File: src/rtl/reg_reader_pkg.sv
// reg_reader_pkg: register-file constants shared by the read and write-back sides
package reg_reader_pkg;
    localparam int DATA_W = 32;
    localparam int NREG = 8;
    localparam logic [2:0] REG_EAX = 3'd0;
    localparam logic [2:0] REG_ECX = 3'd1;
    localparam logic [2:0] REG_EDX = 3'd2;
    localparam logic [2:0] REG_EBX = 3'd3;
    localparam logic [2:0] REG_ESP = 3'd4;
    localparam logic [2:0] REG_EBP = 3'd5;
    localparam logic [2:0] REG_ESI = 3'd6;
    localparam logic [2:0] REG_EDI = 3'd7;
endpackage

File: src/rtl/reg_reader_src_forward.sv
// src_forward: one operand select with E-over-M write-back bypass
module src_forward
    import reg_reader_pkg::*;
#(
    parameter int DATA_W = reg_reader_pkg::DATA_W
) (
    input  logic              req,
    input  logic [2:0]        src,
    input  logic              reqE,
    input  logic [2:0]        dstE,
    input  logic [DATA_W-1:0] valE,
    input  logic              reqM,
    input  logic [2:0]        dstM,
    input  logic [DATA_W-1:0] valM,
    input  logic [DATA_W-1:0] q [NREG],
    output logic [DATA_W-1:0] val
);
    assign val = !req                 ? '0   :
                 (reqE && dstE == src) ? valE :
                 (reqM && dstM == src) ? valM : q[src];
endmodule

File: src/rtl/reg_reader.sv
// reg_reader: operand fetch with bypass, load-use stall and a valid/ready output slot
module reg_reader
    import reg_reader_pkg::*;
#(
    parameter int DATA_W = reg_reader_pkg::DATA_W,
    parameter int CNT_W  = 16
) (
    input  logic              clk,
    input  logic              reset,
    input  logic              in_valid,
    output logic              in_ready,
    input  logic [2:0]        srcA,
    input  logic              reqA,
    input  logic [2:0]        srcB,
    input  logic              reqB,
    input  logic [DATA_W-1:0] q_0,
    input  logic [DATA_W-1:0] q_1,
    input  logic [DATA_W-1:0] q_2,
    input  logic [DATA_W-1:0] q_3,
    input  logic [DATA_W-1:0] q_4,
    input  logic [DATA_W-1:0] q_5,
    input  logic [DATA_W-1:0] q_6,
    input  logic [DATA_W-1:0] q_7,
    input  logic [2:0]        dstE,
    input  logic              reqE,
    input  logic [DATA_W-1:0] valE,
    input  logic [2:0]        dstM,
    input  logic              reqM,
    input  logic [DATA_W-1:0] valM,
    input  logic [2:0]        ex_dst,
    input  logic              ex_load,
    input  logic              flush,
    output logic              out_valid,
    input  logic              out_ready,
    output logic [DATA_W-1:0] valA,
    output logic [DATA_W-1:0] valB,
    output logic [CNT_W-1:0]  stall_cnt
);
    logic [DATA_W-1:0] q [NREG];
    logic [DATA_W-1:0] fwd_a, fwd_b;
    logic hazard, accept;
    assign q = '{q_0, q_1, q_2, q_3, q_4, q_5, q_6, q_7};
    src_forward #(.DATA_W(DATA_W)) u_fwd_a (
        .req(reqA), .src(srcA), .reqE(reqE), .dstE(dstE), .valE(valE),
        .reqM(reqM), .dstM(dstM), .valM(valM), .q(q), .val(fwd_a)
    );
    src_forward #(.DATA_W(DATA_W)) u_fwd_b (
        .req(reqB), .src(srcB), .reqE(reqE), .dstE(dstE), .valE(valE),
        .reqM(reqM), .dstM(dstM), .valM(valM), .q(q), .val(fwd_b)
    );
    assign hazard = ex_load & ((reqA & (ex_dst == srcA)) | (reqB & (ex_dst == srcB)));
    assign in_ready = !hazard & (!out_valid | out_ready);
    assign accept = in_valid & in_ready;
    always_ff @(posedge clk) begin
        if (reset) begin
            out_valid <= 1'b0;
            valA <= '0;
            valB <= '0;
            stall_cnt <= '0;
        end else begin
            if (accept) begin
                valA <= fwd_a;
                valB <= fwd_b;
            end
            out_valid <= !flush & (accept | (out_valid & !out_ready));
            if (in_valid && hazard && !(&stall_cnt))
                stall_cnt <= stall_cnt + CNT_W'(1);
        end
    end
endmodule

File: config.mk
export PLATFORM = sky130hd
export DESIGN_NAME = reg_reader
export DESIGN_NICKNAME = d
export VERILOG_FILES = /design/src/rtl/reg_reader_pkg.sv /design/src/rtl/reg_reader_src_forward.sv /design/src/rtl/reg_reader.sv
export SDC_FILE = /design/constraint.sdc
export NUM_CORES = 1
export LEC_CHECK = 0
export ABC_CLOCK_PERIOD_IN_PS = 2800
export CAP_MARGIN = 25
export CELL_PAD_IN_SITES_DETAIL_PLACEMENT = 2
export CELL_PAD_IN_SITES_GLOBAL_PLACEMENT = 2
export CORE_UTILIZATION = 23
export CTS_CLUSTER_SIZE = 20
export DETAILED_ROUTE_END_ITERATION = 10
export GPL_TIMING_DRIVEN = 0
export PLACE_DENSITY = 0.92
export SYNTH_ARGS = -nofsm -noshare
export SYNTH_HDL_FRONTEND = slang
export SYNTH_SLANG_ARGS = --single-unit
export TNS_END_PERCENT = 50
File: constraint.sdc
create_clock -name clk -period 2.8 [get_ports clk]
set_input_delay 0.42 -clock clk [delete_from_list [all_inputs] [get_ports clk]]
set_output_delay 0.42 -clock clk [all_outputs]
set_load 0.05 [all_outputs]
==> summary.txt <==
Outcome
  – Outcome: finished, final reports clean

Placed design
  – Gpl congestion: 0.874
  – Buffers on Ports: 420
  – DP HPWL: 43400 µm

Power
  – Worst VDD drop: 0.244 mV
  – Leakage: 4.83 nW
  – Internal power: 2.80 mW
  – Power Density: 340 nW/µm²
  – Clk pwr share: 25.5%
  – Comb power frac: 46.8%
  – Sw Pwr: 1.73 mW
  – Sw Share: 38.2%
  – Flop pwr share: 27.7%
  – Design Power: 4.53 mW

Global routing
  – Overall Global Routing Usage: 29.0%
  – Vias in the first global route: 12100
  – Global route hottest layer: met2
  – Largest net degree at the start of global routing: 14
  – Initial antenna violation count: 7
  – Global route overflow: 0
  – Met1 Usage GRT: 32.4%
  – First-pass GRT wire length: 77800 µm
  – Met3 GRT Util: 5.21%
  – Met2 usage: 52.6%

Setup path
  – Delay-heaviest family, CP: buffers and inverters
  – Worst-path cell chain: clkdlybuf4s50_1 -> xor2_1 -> or4b_1 -> a21boi_1 -> clkbuf_1 -> nand2_1 -> a32o_1
  – Crit path kind: in2reg
  – Buffers & Inverters on Critical Path: 2
  – Worst setup startpoint: dstE[2]
  – R2r startpoint: stall_cnt[6]$_SDFFE_PP0P_
  – WP data required: 3.04 ns
  – CP max stage delay: 0.56 ns
  – Crit-path slowest cell: clkbuf_1
  – Worst path arrival time: 2.92 ns
  – Crit end category: flip-flop
  – CP max FO: 10
  – Worst setup SP type: input port

Clock network
  – Clk buf depth: 2
  – CTS tree: done
  – H-tree depth: 3
  – Hold-fix buffers, CTS: 0
  – Reg clk slew, reported paths: 0.07 ns
  – Clock sink count: 81
  – Clock latency on the worst-skew pair: 0.36 ns
  – CTS root buffer: clkbuf_16
  – Clock buffer count from CTS: 9

Logic synthesis
  – Share of flip-flops with an asynchronous set or reset: 0%
  – Post-synthesis adder-cell area fraction: 0.151%
  – XOR/XNOR share of the synthesized area: 1.91%
  – Most numerous cell in the Yosys netlist: mux2i_1
  – Syn_area_per_cell: 9.06 µm²
  – Post-synthesis sequential area ratio: 19.6%
  – Synth Area in Simple Gates: 13.5%
  – Largest family of logic cells by synthesized area: multiplexers
  – Number of synthesized flops with an enable pin: 0
  – Synth cell types: 47
  – Leading area contributor after synthesis: dfxtp_1
  – Post-synth top flop: dfxtp_1
  – Yosys reg bits: 81
  – Yosys top cell area share: 19.6%
  – Synthesized cell area: 8260 µm²
  – Syn nets: 1258
  – Multiplexer share of the synthesized area: 33.8%
  – Compound-cell area share of the yosys netlist: 24.9%
  – Post-synthesis cell count: 912
  – Warnings, synthesis: 0
  – Top cells by count, synth: 124 x mux2i_1, 81 x dfxtp_1, 73 x nor2_1, 68 x nand2_1, 66 x mux4_2
  – Dominant cells by area after synthesis: dfxtp_1 20%, mux4_2 18%, mux2i_1 15%

Floorplan
  – Initial Util: 23.3%
  – DIE AREA: 36700 µm²
  – Core Area: 35500 µm²
  – # IOs: 427
  – Num rows: 69
  – Die Ht: 191 µm
  – Die width: 191 µm

Final layout
  – Number of fill cells: 3907
  – Final core occ: 37.6%
  – Layout area overhead: 61.5%
  – Fin nets: 1689
  – Footprint of the multi-input gates: 6150 µm²
  – Register area: 1620 µm²
  – Share of cells above drive strength 1: 10.9%

Timing
  – Final Hold Viols: 0
  – Slew Limit Fails: 0
  – Final setup vio count: 0
  – Final period util: 95.7%
  – Max-slew headroom: 32.0%
  – RSZ-0062 raised after global routing: true
  – TNS Setup: 0 ns
  – Final Critical Period: 2.68 ns
  – Tightest Pin Transition: 1.02 ns
  – Hold Slack: 0.465 ns
  – Setup Skew: 0.0132 ns
  – Fmax: 373 MHz

Detailed routing
  – Final Routed Wirelength: 54100 µm
  – Post-route ant nets: 0
  – DR WL/cell: 29.8 µm
  – DR iter-0 viols: 452
  – DR vias: 10500
  – DR pass1 iterations: 7
  – DR vias/cell: 5.77
  – Drt drc: 0

Flow run
  – Max-cap viol count: 0

Hold path
  – HP Start: valB[1]$_SDFFE_PP0P_
  – Hold WC Path Type: reg2reg
[cell families after synthesis]
kind of cell | Yosys count
and+or+nand+nor | 228
muxes | 196
AOI/OAI and AO/OA | 286
xor gates and xnor gates | 18
adders and majority gates | 1
DFF | 81
buffers and inverters | 102
[cell usage in the layout, fill, tap and decap left out, types with 39 or more instances in the layout]
cell | synthesis | routed
clkbuf_1 | 46 | 48
nand2_1 | 68 | 68
o21ai_0 | 64 | 64
a31oi_1 | 64 | 64
dfxtp_1 | 81 | 81
clkdlybuf4s50_1 | 0 | 419
nor2_1 | 73 | 73
a22oi_1 | 62 | 62
mux4_2 | 66 | 66
nor2b_1 | 39 | 39
mux2i_1 | 124 | 124
a32o_1 | 62 | 62
[worst reg2reg max path: cells and delay by family, from the launching register on]
family	cells	cell delay [ns]
AND/OR/NAND/NOR	4	1.49
flip-flops	1	0.43
multiplexers	1	0.31
[stage by stage]
step / cells / cell area [µm²] / setup slack, ns
detailed placement: 1793 / 13000 / -0.505
finish: 1817 / 13300 / 0.121
global placement: 1793 / 13000 / -0.549
floorplan: 912 / 8260 / 0.265
global route: 1814 / 13300 / -0.0136
CTS: 1809 / 13300 / 0.0631
[state kept, by name, summed over array words and instances, names as in the netlist]
| signal | count |
|---|---|
| out_valid | 1 |
| valB | 32 |
| stall_cnt | 16 |
| valA | 32 |
[per-layer routing]
metal / share of wire, % / wire (µm)
met5: 0.046 / 25
met4: 4.3 / 2320
met3: 6.2 / 3330
met1: 39 / 21100
met2: 50 / 27300
[layout make-up]
class / instances / area share (%)
clock inverters: 5 / 0.244
plain buffers: 97 / 3.67
clock buffers: 11 / 1.74
multi-input cells: 729 / 46.1
flip-flops and latches: 81 / 12.2
well taps: 461 / 4.32
repair buffers: 420 / 31.5
inverters: 5 / 0.141
diodes: 8 / 0.150
[final timing paths]
path	to	slack, ns	depth (start not counted)
hold reg to reg	valB[1]$_SDFFE_PP0P_	0.47	1
hold / removal	valB[1]$_SDFFE_PP0P_	0.47	1
setup reg to reg	stall_cnt[4]$_SDFFE_PP0P_	0.48	5
setup / recovery	valA[5]$_SDFFE_PP0P_	0.12	7
[power by group through the flow]
stage               Combinational (mW)  Clock [mW]  Sequential, mW
floorplan                        0.798           0            1.49
global placement                  2.02           0            1.27
detailed placement                2.10           0            1.28
CTS                               2.12        1.18            1.25
global route                      2.22        1.22            1.26
finish                            2.12        1.16            1.26
[repair_timing]
item                       CTS  global route
cloned                       0             0
gates resized for setup      6             1
setup buffers                0             0
setup endpoints to repair   39            15
Note: power is estimated with default switching activity, not from simulation.
